===== src/rtl/gray_sched_pkg.sv =====
// gray_sched_pkg
// Shared definitions for the gray-code conversion scheduler:
//   - register address map of the TinyQV byte-peripheral window
//   - STATUS register bit positions
//   - scheduler FSM states, converter modes and requester identifiers
// Optional feature macro used by the including files: GRAY_SCHED_PMOD_EN.
package gray_sched_pkg;

    // Register addresses
    localparam logic [3:0] ADDR_STATUS = 4'h0;  // read STATUS, write CLEAR
    localparam logic [3:0] ADDR_B2G    = 4'h1;  // write: CPU job, bin->gray
    localparam logic [3:0] ADDR_G2B    = 4'h2;  // write: CPU job, gray->bin
    localparam logic [3:0] ADDR_RESULT = 4'h3;  // read: CPU result
    localparam logic [3:0] ADDR_POS    = 4'h4;  // read: PMOD position
    localparam logic [3:0] ADDR_CTRL   = 4'h6;  // read/write: CTRL

    // STATUS bit indices
    localparam int ST_BUSY      = 0;
    localparam int ST_OWNER     = 1;
    localparam int ST_CPU_PEND  = 2;
    localparam int ST_PMOD_PEND = 3;
    localparam int ST_CPU_DONE  = 4;
    localparam int ST_OVERRUN   = 5;

    // Number of converter steps per job (one bit per cycle)
    localparam int CONV_BITS = 8;

    typedef enum logic {
        IDLE = 1'b0,
        CONV = 1'b1
    } sched_state_e;

    typedef enum logic {
        BIN2GRAY = 1'b0,
        GRAY2BIN = 1'b1
    } conv_mode_e;

    typedef enum logic {
        REQ_CPU  = 1'b0,
        REQ_PMOD = 1'b1
    } req_id_e;

    // Chooses the converter mode from the CPU job address.
    function automatic conv_mode_e job_mode(input logic [3:0] addr);
        return (addr == ADDR_G2B) ? GRAY2BIN : BIN2GRAY;
    endfunction

endpackage


===== src/rtl/gray_serial_conv.sv =====
// gray_serial_conv
// Bit-serial Gray/binary converter. A job is loaded with start and then
// processes one bit per cycle, MSB first, through bit indices 7..0.
//   clk, rst : clock, synchronous active-high reset
//   start    : load din/mode and begin at bit index 7
//   abort    : drop the job in flight
//   mode     : BIN2GRAY or GRAY2BIN
//   din      : job operand
//   dout     : result including the bit being processed this cycle
//              (complete while done is high)
//   done     : high during the cycle that processes bit 0
module gray_serial_conv
    import gray_sched_pkg::*;
(
    input  logic       clk,
    input  logic       rst,
    input  logic       start,
    input  logic       abort,
    input  conv_mode_e mode,
    input  logic [7:0] din,
    output logic [7:0] dout,
    output logic       done
);

    logic       active_q, active_d;
    conv_mode_e mode_q,   mode_d;
    logic [7:0] din_q,    din_d;
    logic [7:0] out_q,    out_d;
    logic [2:0] idx_q,    idx_d;
    logic       prev_q,   prev_d;
    logic       cur_bit;

    // prev_q holds in[k+1] for bin->gray and out[k+1] for gray->bin, so both
    // modes reduce to a single XOR with the operand bit.
    always_comb begin
        cur_bit     = din_q[idx_q] ^ prev_q;
        dout        = out_q;
        dout[idx_q] = cur_bit;
        done        = active_q && (idx_q == 3'd0);
    end

    always_comb begin
        active_d = active_q;
        mode_d   = mode_q;
        din_d    = din_q;
        out_d    = out_q;
        idx_d    = idx_q;
        prev_d   = prev_q;
        if (abort) begin
            active_d = 1'b0;
        end else if (start) begin
            active_d = 1'b1;
            mode_d   = mode;
            din_d    = din;
            out_d    = 8'h00;
            idx_d    = 3'd7;
            prev_d   = 1'b0;
        end else if (active_q) begin
            out_d[idx_q] = cur_bit;
            prev_d       = (mode_q == BIN2GRAY) ? din_q[idx_q] : cur_bit;
            if (idx_q == 3'd0) begin
                active_d = 1'b0;
            end else begin
                idx_d = idx_q - 3'd1;
            end
        end
    end

    always_ff @(posedge clk) begin
        if (rst) begin
            active_q <= 1'b0;
            mode_q   <= BIN2GRAY;
            din_q    <= 8'h00;
            out_q    <= 8'h00;
            idx_q    <= 3'd0;
            prev_q   <= 1'b0;
        end else begin
            active_q <= active_d;
            mode_q   <= mode_d;
            din_q    <= din_d;
            out_q    <= out_d;
            idx_q    <= idx_d;
            prev_q   <= prev_d;
        end
    end

endmodule


===== src/rtl/tqvp_gera_gray_sched.sv =====
// tqvp_gera_gray_sched
// Conversion scheduler for the gray-code peripheral. One bit-serial
// converter is shared between CPU register jobs and a PMOD absolute-encoder
// sampler; each requester queues one job, ties are resolved round-robin.
//   clk, rst    : 64 MHz clock, synchronous active-high reset
//   ui_in       : PMOD input, bits 6:0 encoder gray position
//   uo_out      : CPU result register
//   address     : register address
//   data_write  : write strobe
//   data_in     : write data
//   data_out    : read data, combinational on address
// Macro GRAY_SCHED_PMOD_EN builds the PMOD requester, position register,
// CTRL and round-robin arbitration; without it the block is CPU-only.
module tqvp_gera_gray_sched
    import gray_sched_pkg::*;
(
    input  logic       clk,
    input  logic       rst,
    input  logic [7:0] ui_in,
    output logic [7:0] uo_out,
    input  logic [3:0] address,
    input  logic       data_write,
    input  logic [7:0] data_in,
    output logic [7:0] data_out
);

    // Scheduler state
    sched_state_e state_q, state_d;
    req_id_e      owner_q, owner_d;

    // CPU requester and register file
    logic         cpu_pending_q, cpu_pending_d;
    logic [7:0]   cpu_data_q,    cpu_data_d;
    conv_mode_e   cpu_mode_q,    cpu_mode_d;
    logic         cpu_done_q,    cpu_done_d;
    logic         overrun_q,     overrun_d;
    logic [7:0]   cpu_result_q,  cpu_result_d;

    // Decode, arbitration and converter hookup
    logic         wr_clear, wr_job, job_accept;
    logic         cpu_in_flight, cpu_complete, cpu_abort;
    logic         cpu_req, pmod_req;
    logic         grant_cpu, grant_pmod;
    logic         conv_start, conv_done;
    conv_mode_e   conv_mode;
    logic [7:0]   conv_din, conv_dout;
    logic         pmod_pending_bit, owner_bit;
    logic [7:0]   status;

`ifdef GRAY_SCHED_PMOD_EN
    logic         pmod_en_q,      pmod_en_d;
    logic [6:0]   last_sample_q,  last_sample_d;
    logic [6:0]   pmod_job_q,     pmod_job_d;
    logic         pmod_pending_q, pmod_pending_d;
    logic [6:0]   pos_q,          pos_d;
    req_id_e      last_grant_q,   last_grant_d;
    logic         wr_ctrl, pmod_complete;
    logic         unused_ui;
    assign unused_ui = ui_in[7];
`else
    logic         unused_ui;
    assign unused_ui = ^ui_in;
`endif

    // Bus decode. A CPU job write is accepted unless a job is already queued
    // or a CPU job is still converting; finishing this very cycle frees it.
    always_comb begin
        wr_clear      = data_write && (address == ADDR_STATUS);
        wr_job        = data_write && ((address == ADDR_B2G) || (address == ADDR_G2B));
        cpu_in_flight = (state_q == CONV) && (owner_q == REQ_CPU);
        cpu_complete  = cpu_in_flight && conv_done;
        cpu_abort     = cpu_in_flight && wr_clear;
        job_accept    = wr_job && !(cpu_pending_q || (cpu_in_flight && !conv_done));
    end

    // Arbiter: only grants from IDLE. A CLEAR in the same cycle cancels the
    // queued CPU job, and disabling the PMOD cancels its queued job.
    always_comb begin
        cpu_req    = cpu_pending_q && !wr_clear;
        pmod_req   = 1'b0;
        grant_cpu  = 1'b0;
        grant_pmod = 1'b0;
`ifdef GRAY_SCHED_PMOD_EN
        pmod_req = pmod_pending_q && pmod_en_q && !(wr_ctrl && !data_in[0]);
        if (state_q == IDLE) begin
            if (cpu_req && pmod_req) begin
                if (last_grant_q == REQ_PMOD) begin
                    grant_cpu = 1'b1;
                end else begin
                    grant_pmod = 1'b1;
                end
            end else if (cpu_req) begin
                grant_cpu = 1'b1;
            end else if (pmod_req) begin
                grant_pmod = 1'b1;
            end
        end
`else
        if (state_q == IDLE) begin
            grant_cpu = cpu_req;
        end
`endif
        conv_start = grant_cpu || grant_pmod;
    end

    // Converter operand selection
    always_comb begin
        conv_mode = cpu_mode_q;
        conv_din  = cpu_data_q;
`ifdef GRAY_SCHED_PMOD_EN
        if (grant_pmod) begin
            conv_mode = GRAY2BIN;
            conv_din  = {1'b0, pmod_job_q};
        end
`endif
    end

    gray_serial_conv u_conv (
        .clk   (clk),
        .rst   (rst),
        .start (conv_start),
        .abort (cpu_abort),
        .mode  (conv_mode),
        .din   (conv_din),
        .dout  (conv_dout),
        .done  (conv_done)
    );

    // FSM next state: the converter tracks the bit index, the FSM only marks
    // which requester owns the converter.
    always_comb begin
        state_d = state_q;
        owner_d = owner_q;
        case (state_q)
            IDLE: begin
                if (conv_start) begin
                    state_d = CONV;
                    owner_d = grant_pmod ? REQ_PMOD : REQ_CPU;
                end
            end
            CONV: begin
                if (cpu_abort || conv_done) begin
                    state_d = IDLE;
                end
            end
            default: state_d = IDLE;
        endcase
    end

    // CPU requester. CLEAR is applied last so it overrides completion.
    always_comb begin
        cpu_pending_d = cpu_pending_q;
        cpu_data_d    = cpu_data_q;
        cpu_mode_d    = cpu_mode_q;
        cpu_done_d    = cpu_done_q;
        overrun_d     = overrun_q;
        cpu_result_d  = cpu_result_q;
        if (grant_cpu) begin
            cpu_pending_d = 1'b0;
        end
        if (cpu_complete) begin
            cpu_result_d = conv_dout;
            cpu_done_d   = 1'b1;
        end
        if (job_accept) begin
            cpu_pending_d = 1'b1;
            cpu_data_d    = data_in;
            cpu_mode_d    = job_mode(address);
            cpu_done_d    = 1'b0;
        end else if (wr_job) begin
            overrun_d = 1'b1;
        end
        if (wr_clear) begin
            cpu_result_d  = 8'h00;
            cpu_pending_d = 1'b0;
            cpu_done_d    = 1'b0;
            overrun_d     = 1'b0;
        end
    end

    always_ff @(posedge clk) begin
        if (rst) begin
            state_q       <= IDLE;
            owner_q       <= REQ_CPU;
            cpu_pending_q <= 1'b0;
            cpu_data_q    <= 8'h00;
            cpu_mode_q    <= BIN2GRAY;
            cpu_done_q    <= 1'b0;
            overrun_q     <= 1'b0;
            cpu_result_q  <= 8'h00;
        end else begin
            state_q       <= state_d;
            owner_q       <= owner_d;
            cpu_pending_q <= cpu_pending_d;
            cpu_data_q    <= cpu_data_d;
            cpu_mode_q    <= cpu_mode_d;
            cpu_done_q    <= cpu_done_d;
            overrun_q     <= overrun_d;
            cpu_result_q  <= cpu_result_d;
        end
    end

`ifdef GRAY_SCHED_PMOD_EN
    // PMOD requester: a changed sample replaces any queued job (latest wins).
    // Enabling reloads the reference sample so the current position is not
    // treated as a change.
    always_comb begin
        wr_ctrl        = data_write && (address == ADDR_CTRL);
        pmod_complete  = (state_q == CONV) && (owner_q == REQ_PMOD) && conv_done;
        pmod_en_d      = pmod_en_q;
        last_sample_d  = last_sample_q;
        pmod_job_d     = pmod_job_q;
        pmod_pending_d = pmod_pending_q;
        pos_d          = pos_q;
        last_grant_d   = last_grant_q;
        if (grant_cpu) begin
            last_grant_d = REQ_CPU;
        end
        if (grant_pmod) begin
            last_grant_d   = REQ_PMOD;
            pmod_pending_d = 1'b0;
        end
        if (pmod_complete) begin
            pos_d = conv_dout[6:0];
        end
        if (pmod_en_q && (ui_in[6:0] != last_sample_q)) begin
            last_sample_d  = ui_in[6:0];
            pmod_job_d     = ui_in[6:0];
            pmod_pending_d = 1'b1;
        end
        if (wr_ctrl) begin
            pmod_en_d = data_in[0];
            if (!data_in[0]) begin
                pmod_pending_d = 1'b0;
            end else if (!pmod_en_q) begin
                last_sample_d = ui_in[6:0];
            end
        end
    end

    always_ff @(posedge clk) begin
        if (rst) begin
            pmod_en_q      <= 1'b0;
            last_sample_q  <= 7'h00;
            pmod_job_q     <= 7'h00;
            pmod_pending_q <= 1'b0;
            pos_q          <= 7'h00;
            last_grant_q   <= REQ_PMOD;
        end else begin
            pmod_en_q      <= pmod_en_d;
            last_sample_q  <= last_sample_d;
            pmod_job_q     <= pmod_job_d;
            pmod_pending_q <= pmod_pending_d;
            pos_q          <= pos_d;
            last_grant_q   <= last_grant_d;
        end
    end
`endif

    // Read mux. The owner bit is only meaningful while busy, so it reads 0
    // when the converter is idle.
    always_comb begin
`ifdef GRAY_SCHED_PMOD_EN
        pmod_pending_bit = pmod_pending_q;
        owner_bit        = (state_q == CONV) && (owner_q == REQ_PMOD);
`else
        pmod_pending_bit = 1'b0;
        owner_bit        = 1'b0;
`endif
        status               = 8'h00;
        status[ST_BUSY]      = (state_q == CONV);
        status[ST_OWNER]     = owner_bit;
        status[ST_CPU_PEND]  = cpu_pending_q;
        status[ST_PMOD_PEND] = pmod_pending_bit;
        status[ST_CPU_DONE]  = cpu_done_q;
        status[ST_OVERRUN]   = overrun_q;

        data_out = 8'h00;
        case (address)
            ADDR_STATUS: data_out = status;
            ADDR_RESULT: data_out = cpu_result_q;
`ifdef GRAY_SCHED_PMOD_EN
            ADDR_POS:    data_out = {1'b0, pos_q};
            ADDR_CTRL:   data_out = {7'b0, pmod_en_q};
`endif
            default:     data_out = 8'h00;
        endcase
        uo_out = cpu_result_q;
    end

endmodule


===== config.mk =====
export PLATFORM = sky130hd
export DESIGN_NAME = tqvp_gera_gray_sched
export DESIGN_NICKNAME = d
export VERILOG_FILES = /design/src/rtl/gray_sched_pkg.sv /design/src/rtl/gray_serial_conv.sv /design/src/rtl/tqvp_gera_gray_sched.sv
export SDC_FILE = /design/constraint.sdc
export NUM_CORES = 1
export LEC_CHECK = 0
export ABC_AREA = 1
export BUFFER_PORTS_ARGS = -buffer_cell sky130_fd_sc_hd__clkbuf_2
export CAP_MARGIN = 10
export CORE_ASPECT_RATIO = 1.5
export CORE_MARGIN = 4
export CORE_UTILIZATION = 55
export DETAILED_ROUTE_END_ITERATION = 8
export PLACE_DENSITY = 0.89
export SYNTH_ARGS = -nofsm -noshare
export SYNTH_HDL_FRONTEND = slang
export SYNTH_SLANG_ARGS = --single-unit

===== constraint.sdc =====
create_clock -name clk -period 2.15 [get_ports clk]
set_clock_uncertainty 0.15 [all_clocks]
set_input_delay 0.645 -clock clk [delete_from_list [all_inputs] [get_ports clk]]
set_output_delay 0.645 -clock clk [all_outputs]
set_load 0.005 [all_outputs]

==> flow_metrics.env, run 1 <==
export IMPL_status="completed"
export IMPL_core_um2=3680
export IMPL_fill_cells=290
export IMPL_drive_above_1_share=0.233
export IMPL_fp_dieW_um=58.5
export IMPL_p_sw_w=0.000353
export IMPL_clock_path_buffers=2
export IMPL_vias_per_cell=5.09
export IMPL_synth_cells=300
export IMPL_cp_top_family="simple AND/OR/NAND/NOR gates"
export IMPL_path_class="in -> out"
export IMPL_required_ps=1350
export IMPL_htreeDepth=2
export IMPL_arrival_ps=1310
export IMPL_fin_nets=363
export IMPL_wl_mm=4.58
export IMPL_dieArea_um2=4910
export IMPL_start_util=0.572
export IMPL_cts_root_buf="clkbuf_8"
export IMPL_drv_cap=0
export IMPL_cellPowerDensity_nw_per_um2=590
export IMPL_crit_top_cell="clkbuf_2"
export IMPL_path_cells="clkbuf_2 > nor2_4 > nand2_2 > o22ai_1 > clkbuf_2"
export IMPL_internal_power_w=0.00109
export IMPL_insertion_delay_ps=300
export IMPL_cts_made_buffers=5
export IMPL_worst_pin_slew_ps=441
export IMPL_cts_clk_slew_worst_paths_ps=80
export IMPL_clock_sinks=43
export IMPL_grt_max_degree=20
export IMPL_r2r_worst_path_cells=10
export IMPL_report_final_hold_viol_count=0
export IMPL_yosysSeqAreaShare=0.409
export IMPL_antenna_found_initial=0
export IMPL_drt_iter0_drc=46
export IMPL_pwr_share_comb=0.083
export IMPL_vias=1946
export IMPL_cp_num_buf_inv=2
export IMPL_power_frac_seq=0.570
export IMPL_cpPeakStageDelay_ps=170
export IMPL_track_usage=0.201
export IMPL_row_count=27
export IMPL_netlist_top_cell_by_area="dfxtp_1"
export IMPL_setup_violations=0
export IMPL_cp_slowest_cell="nor2_4"
export IMPL_tritoncts="yes"
export IMPL_wl_per_cell_um=12.0
export IMPL_p_leak_nw=1.09
export IMPL_startpoint_type="primary input"
export IMPL_numPortBuffers=30
export IMPL_clkPwrFrac=0.347
export IMPL_drv_slew=0
export IMPL_critPathCaptureType="output port"
export IMPL_ioPinCount=39
export IMPL_crit_fanout=4
export IMPL_ys_types=30
export IMPL_post_route_period_util=0.977
export IMPL_min_period_ps=2100
export IMPL_tns_ps=0
export IMPL_rsz0062_at_grt="yes"
export IMPL_post_route_drc_count=0
export IMPL_holdPathStages=2
export IMPL_ys_warn_count=0
export IMPL_grt_pass1_vias=1942
export IMPL_synth_nets=325
export IMPL_avgSynthCellArea_um2=7.02
export IMPL_place_gp_congestion=0.858
export IMPL_area_growth_pct=15.9
export IMPL_insertedDiodeCount=0
export IMPL_die_h_um=83.8
export IMPL_vdd_drop_max_mv=0.566
export IMPL_switching_share=0.245
export IMPL_drtAntennaViolNets=0
export IMPL_synthTopCellsByArea="dfxtp_1, nand2_1, nor2_1, inv_1, a21oi_1"
export IMPL_hp_class="reg -> reg"
export IMPL_netlist_area_um2=2110
export IMPL_firstDrtPassIters=4
export IMPL_synth_top_area_share=0.409
export IMPL_cts_hold_buf=0
export IMPL_grt_ovfl_total=0
export IMPL_grt_pass1_wl_mm=7.80
export IMPL_dp_hpwl_mm=3.37
export IMPL_crit_cells=5
export IMPL_ys_ff_latch=43
export IMPL_max_slew_margin=0.705
export IMPL_holdWs_ps=306
export IMPL_max_freq_mhz=476
==> worst min-delay path, delay by kind of cell, from the launching register on <==
kind,cells,cell delay [ps]
buffers and inverters,1,60
DFF,1,300
AOI/OAI and AO/OA,1,60
==> flip-flops by register name, summed over array words and instances (netlist names), 3 cells and up <==
register and flops:
conv_din 8, u_conv.din_q 8, u_conv.out_q 8, uo_out 8, u_conv.idx_q 3
==> cell type report <==
| class | instances | area, um2 | share of cell area |
|---|---|---|---|
| clock buffer | 6 | 72.6 | 0.0297 |
| inverter | 43 | 164 | 0.0671 |
| clock inverter | 2 | 12.5 | 0.00513 |
| sequential | 43 | 861 | 0.353 |
| timing repair buffer | 40 | 238 | 0.0974 |
| tap | 43 | 53.8 | 0.0220 |
| multi-input combinational | 205 | 1040 | 0.426 |
==> synthesized netlist by cell type (all sizes together) <==
cell type / number
a211oi: 1
a21oi: 29
buf: 5
clkbuf: 4
clkinv: 1
dfxtp: 43
ha: 2
inv: 42
nand2: 66
nand3: 24
nand4: 1
nor2: 44
nor3: 2
o211a: 1
o211ai: 1
o21ai: 21
o22ai: 4
or2: 8
xor2: 1
==> power by group through the flow <==
| stage | clock, W | combinational [W] | sequential (W) |
|---|---|---|---|
| floorplan | 0 | 0.0000758 | 0.000837 |
| global placement | 0 | 0.000110 | 0.000838 |
| detailed placement | 0 | 0.000113 | 0.000839 |
| CTS | 0.000509 | 0.000115 | 0.000820 |
| global route | 0.000546 | 0.000135 | 0.000822 |
| finish | 0.000500 | 0.000119 | 0.000820 |
==> final timing paths <==
| check | start | endpoint | slack, ps |
|---|---|---|---|
| max | address[2] | data_out[2] | 50 |
| min | u_conv.din_q[0] | u_conv.din_q[0] | 310 |
| max reg2reg | u_conv.idx_q[0] | conv_mode | 250 |
| min reg2reg | u_conv.din_q[0] | u_conv.din_q[0] | 310 |
==> repair_timing <==
item / in CTS / in global routing
resized for setup: 1 / 6
pin swaps: 0 / 1
buffers inserted: 0 / 1
setup endpoints to repair: 4 / 4
==> metrics by stage <==
stage | worst slack, ps | util | instances | cell area [um2] | power, W
2_1_floorplan | 274 | - | 300 | 2110 | 0.000913
3_3_place_gp | -10.2 | 0.632 | 373 | 2330 | 0.000948
3_5_place_dp | -30.3 | 0.632 | 373 | 2330 | 0.000952
4_1_cts | 0.863 | 0.656 | 381 | 2410 | 0.00144
5_1_grt | -11.1 | 0.663 | 382 | 2440 | 0.00150
6_report | 48.8 | 0.663 | 382 | 2440 | 0.00144
==> layer usage <==
layer  up-vias  wire length, um  GRT usage  share of wire
li1       1026                -          -              -
met1       874             1750      0.196           0.38
met2        32             2570      0.376           0.56
met3        14              146     0.0418          0.032
met4         0              113      0.103          0.025
met5         -                0          0              0
==> placed cells by master (no fill, tap or decap), types with 5 or more instances in the layout <==
cell       n
nand3_1   21
inv_1     38
clkbuf_8   5
buf_4      9
nand2_2    7
o21ai_0   19
nor2_1    40
nand2_1   57
or2_2      8
clkbuf_2  29
a21oi_1   29
dfxtp_1   43
==> kinds of logic after synthesis <==
| group | share of synthesized area |
|---|---|
| xor gates and xnor gates | 0.00416 |
| adders and majority gates | 0.0119 |
| buffers and inverters | 0.108 |
| AOI/OAI and AO/OA | 0.156 |
| and+or+nand+nor | 0.312 |
| DFF | 0.409 |
No activity file was read; power rests on OpenSTA's default activity.
==> run 2, diff against run 1 <==
--- a/config.mk
+++ b/config.mk
@@ -9,10 +9,9 @@
 export BUFFER_PORTS_ARGS = -buffer_cell sky130_fd_sc_hd__clkbuf_2
 export CAP_MARGIN = 10
 export CORE_ASPECT_RATIO = 1.5
-export CORE_MARGIN = 4
 export CORE_UTILIZATION = 55
 export DETAILED_ROUTE_END_ITERATION = 8
-export PLACE_DENSITY = 0.89
+export PLACE_DENSITY = 0.77
 export SYNTH_ARGS = -nofsm -noshare
 export SYNTH_HDL_FRONTEND = slang
 export SYNTH_SLANG_ARGS = --single-unit
==> flow_metrics.env, run 2 (synthesis gave the netlist of run 1 again) <==
export IMPL_status="completed"
export IMPL_cts_made_buffers=5
export IMPL_grt_pass1_vias=1820
export IMPL_max_slew_margin=0.736
export IMPL_clock_sinks=43
export IMPL_tritoncts="yes"
export IMPL_cts_hold_buf=0
export IMPL_insertion_delay_ps=290
export IMPL_cts_root_buf="clkbuf_8"
export IMPL_critPathCaptureType="output port"
export IMPL_dieArea_um2=4090
export IMPL_place_gp_congestion=0.803
export IMPL_drive_above_1_share=0.231
export IMPL_dp_hpwl_mm=3.16
export IMPL_drv_cap=0
export IMPL_required_ps=1350
export IMPL_drt_iter0_drc=35
export IMPL_firstDrtPassIters=4
export IMPL_placed_cell_area_um2=2310
export IMPL_grt_max_degree=20
export IMPL_crit_fanout=4
export IMPL_wl_mm=4.22
export IMPL_final_cell_mix="nand2_1, dfxtp_1, nor2_1"
export IMPL_post_route_drc_count=0
export IMPL_die_h_um=77.8
export IMPL_cellPowerDensity_nw_per_um2=630
export IMPL_arrival_ps=1340
export IMPL_numPortBuffers=30
export IMPL_cts_clk_slew_worst_paths_ps=80
export IMPL_core_um2=3680
export IMPL_hp_class="reg -> reg"
export IMPL_drtAntennaViolNets=0
export IMPL_final_common_cell="nand2_1"
export IMPL_max_freq_mhz=468
export IMPL_insertedDiodeCount=0
export IMPL_startpoint_type="primary input"
export IMPL_grt_ovfl_total=0
export IMPL_row_count=27
export IMPL_wl_per_cell_um=11.1
export IMPL_report_final_hold_viol_count=0
export IMPL_setup_violations=0
export IMPL_ioPinCount=39
export IMPL_antenna_found_initial=0
export IMPL_vias=1915
export IMPL_htreeDepth=2
export IMPL_vdd_drop_max_mv=0.680
export IMPL_clock_path_buffers=2
export IMPL_fp_dieW_um=52.5
export IMPL_p_leak_nw=1.09
export IMPL_track_usage=0.239
export IMPL_final_cell_area_um2=2450
export IMPL_fill_cells=352
export IMPL_start_util=0.572
export IMPL_post_route_period_util=0.994
export IMPL_setup_slack_ps=11.9
export IMPL_grt_pass1_wl_mm=7.41
export IMPL_vias_per_cell=5.03
export IMPL_drv_slew=0
export IMPL_worst_pin_slew_ps=395
export IMPL_dp_slack_ps=-16.5
export IMPL_path_class="in -> out"
export IMPL_fin_nets=363
export IMPL_area_growth_pct=16.1
export IMPL_min_period_ps=2140
run 2: through the flow:
| stage | util | power, W | hold slack, ps | instances | setup TNS [ps] |
|---|---|---|---|---|---|
| final | 0.664 | 0.00154 | 303 | 381 | 0 |
| after global routing | 0.664 | 0.00160 | 330 | 381 | -26.1 |
| after CTS | 0.659 | 0.00155 | 306 | 380 | 0 |
| after detailed placement | 0.629 | 0.000949 | 293 | 373 | -16.5 |
| after global placement | 0.629 | 0.000947 | 288 | 373 | 0 |
| after floorplan | - | 0.000913 | 279 | 300 | 0 |
run 2: what timing repair did:
item / 4_1_cts / 5_1_grt
setup endpoints to repair: 3 / 7
buffers inserted: 0 / 1
gates resized for setup: 2 / 4
pin swaps: 0 / 1
run 2: critical path: stages:
cell and delay, ps:
clkbuf_2 100, nor2_4 150, nand2_2 100, o22ai_1 200
clkbuf_2 150
run 2: worst paths after layout:
kind	startpoint	end	slack, ps	cells after the start
setup reg to reg	u_conv.idx_q[0]	uo_out[6]	430	10
hold reg to reg	u_conv.din_q[2]	u_conv.din_q[2]	300	2
hold / removal	u_conv.din_q[2]	u_conv.din_q[2]	300	2
setup / recovery	address[3]	data_out[2]	10	5
run 2: cell type report:
class	instances	area [um2]	area share
repair buffers	40	225	0.0921
clock buffers	6	72.6	0.0297
flip-flops and latches	43	861	0.352
well taps	43	53.8	0.0220
inverters	43	164	0.0670
clock inverters	1	30.0	0.0123
multi-input cells	205	1040	0.425
run 2: metal layers:
metal	global-route usage	share of wire	vias up
met5	0	0	-
met4	0.108	0.034	0
met3	0.0471	0.025	12
met2	0.422	0.51	29
met1	0.263	0.43	855
li1	-	-	1019
run 2: report_power, final:
group	switching [W]	leakage, nW	internal [W]	total (W)
Sequential	0.00000694	0.348	0.000813	0.000820
Combinational	0.0000703	0.693	0.0000453	0.000116
Clock	0.000266	0.0513	0.000340	0.000607
==> run 3, diff against run 2 <==
--- a/config.mk
+++ b/config.mk
@@ -8,8 +8,11 @@
 export ABC_AREA = 1
 export BUFFER_PORTS_ARGS = -buffer_cell sky130_fd_sc_hd__clkbuf_2
 export CAP_MARGIN = 10
+export CELL_PAD_IN_SITES_DETAIL_PLACEMENT = 1
+export CELL_PAD_IN_SITES_GLOBAL_PLACEMENT = 1
 export CORE_ASPECT_RATIO = 1.5
-export CORE_UTILIZATION = 55
+export CORE_MARGIN = 5
+export CORE_UTILIZATION = 39
 export DETAILED_ROUTE_END_ITERATION = 8
 export PLACE_DENSITY = 0.77
 export SYNTH_ARGS = -nofsm -noshare
==> flow_metrics.env, run 3 (synthesis gave the netlist of run 1 again) <==
export IMPL_cts_clk_slew_worst_paths_ps=80
export IMPL_fill_cells=706
export IMPL_final_common_cell="nand2_1"
export IMPL_vdd_drop_max_mv=0.344
export IMPL_grtUsageMet2=0.318
export IMPL_die_h_um=100
export IMPL_clock_sinks=43
export IMPL_arrival_ps=1320
export IMPL_cp_slowest_cell="o22ai_1"
export IMPL_pwr_share_comb=0.084
export IMPL_wl_per_cell_um=13.4
export IMPL_grt_busiest_layer="met2"
export IMPL_fp_dieW_um=70.0
export IMPL_dp_slack_ps=-63.9
export IMPL_crit_fanout=4
export IMPL_p_sw_w=0.000363
export IMPL_grt_pass1_wl_mm=9.20
export IMPL_tns_ps=0
export IMPL_cts_hold_buf=0
export IMPL_required_ps=1350
export IMPL_cts_root_buf="clkbuf_8"
export IMPL_status="completed"
export IMPL_path_cells="clkbuf_2 > nor2_4 > nand2_2 > o22ai_1 > clkbuf_2"
export IMPL_path_class="in -> out"
export IMPL_wl_mm=5.51
export IMPL_grtUsageMet3=0.0281
export IMPL_tritoncts="yes"
export IMPL_place_gp_congestion=0.811
export IMPL_drt_iter0_drc=48
export IMPL_area_growth_pct=19.2
export IMPL_p_leak_nw=1.11
export IMPL_worst_pin_slew_ps=441
export IMPL_setup_slack_ps=33.3
export IMPL_setup_violations=0
export IMPL_hp_class="reg -> reg"
export IMPL_grt_pass1_vias=2094
export IMPL_internal_power_w=0.00113
export IMPL_seq_area_um2=861
export IMPL_vias=2020
export IMPL_numPortBuffers=30
export IMPL_cellPowerDensity_nw_per_um2=593
export IMPL_grt_ovfl_total=0
export IMPL_rsz0062_at_grt="no"
export IMPL_grt_max_degree=20
export IMPL_track_usage=0.162
export IMPL_ff2ff_setup_slack_ps=220
export IMPL_start_util=0.405
export IMPL_drtAntennaViolNets=0
export IMPL_drv_cap=0
export IMPL_report_final_hold_viol_count=0
export IMPL_drv_slew=0
export IMPL_htreeDepth=2
export IMPL_min_period_ps=2120
export IMPL_use_met1=0.166
export IMPL_insertion_delay_ps=300
export IMPL_startpoint_type="primary input"
export IMPL_power_frac_seq=0.551
export IMPL_fin_nets=366
export IMPL_cpPeakStageDelay_ps=170
export IMPL_vias_per_cell=4.93
export IMPL_max_freq_mhz=472
export IMPL_max_slew_margin=0.706
export IMPL_crit_top_cell="clkbuf_2"
export IMPL_instances_no_fill=410
export IMPL_dieArea_um2=7000
export IMPL_clock_path_buffers=2
export IMPL_post_route_drc_count=0
export IMPL_cp_top_family="simple AND/OR/NAND/NOR gates"
export IMPL_final_cell_mix="nand2_1, dfxtp_1, nor2_1"
export IMPL_cp_num_buf_inv=2
export IMPL_antenna_found_initial=0
export IMPL_multi_input_area_um2=1050
export IMPL_ioPinCount=39
export IMPL_place_inst=401
export IMPL_cts_made_buffers=5
export IMPL_insertedDiodeCount=0
export IMPL_dp_hpwl_mm=4.19
export IMPL_row_count=32
export IMPL_critPathCaptureType="output port"
export IMPL_drive_above_1_share=0.243
export IMPL_holdWs_ps=307
export IMPL_firstDrtPassIters=4
export IMPL_switching_share=0.244
export IMPL_clkPwrFrac=0.364
export IMPL_post_route_period_util=0.985
export IMPL_core_um2=5200
-- run 3: power groups by stage --
stage / registers [W] / clock network, W / logic (W)
finish: 0.000821 / 0.000543 / 0.000126
detailed placement: 0.000839 / 0 / 0.000120
global route: 0.000823 / 0.000589 / 0.000143
global placement: 0.000839 / 0 / 0.000117
floorplan: 0.000837 / 0 / 0.0000758
CTS: 0.000821 / 0.000565 / 0.000124
-- run 3: layout make-up --
| type | count | share of cell area |
|---|---|---|
| multi-input cells | 205 | 0.417 |
| flip-flops and latches | 43 | 0.343 |
| repair buffers | 43 | 0.104 |
| inverters | 43 | 0.0653 |
| clock buffers | 7 | 0.0344 |
| well taps | 68 | 0.0339 |
| clock inverters | 1 | 0.00349 |
-- run 3: worst reg2reg max path, cell delays in order, from the launching register on --
cell and delay (ps):
dfxtp_1 510, inv_4 130, ha_1 250, nand3_2 130, nand2_1 60, nand2_1 80
inv_1 50, nand2_2 70, inv_1 70, buf_12 140, o211a_1 190
-- run 3: path summary, 6_finish.rpt --
path         cells after the start         endpoint             from
max                              5      data_out[2]       address[3]
max reg2reg                     10        conv_mode  u_conv.idx_q[0]
min                              2  u_conv.din_q[3]  u_conv.din_q[3]
min reg2reg                      2  u_conv.din_q[3]  u_conv.din_q[3]
-- run 3: metrics by stage --
stage,total power [W],cell area [um2],utilization
after CTS,0.00151,2490,0.478
after detailed placement,0.000960,2380,0.457
after global placement,0.000956,2380,0.457
after floorplan,0.000913,2110,-
final,0.00149,2510,0.482
after global routing,0.00155,2510,0.482
-- run 3: per-layer routing --
metal,wire (um),vias up
met5,0,-
met4,139,0
met3,175,13
met2,3040,35
met1,2160,945
li1,-,1027
-- run 3: what timing repair did --
item	4_1_cts	5_1_grt
setup buffers	0	1
gates resized for setup	3	4
pin swaps	0	1
setup endpoints to repair	5	6
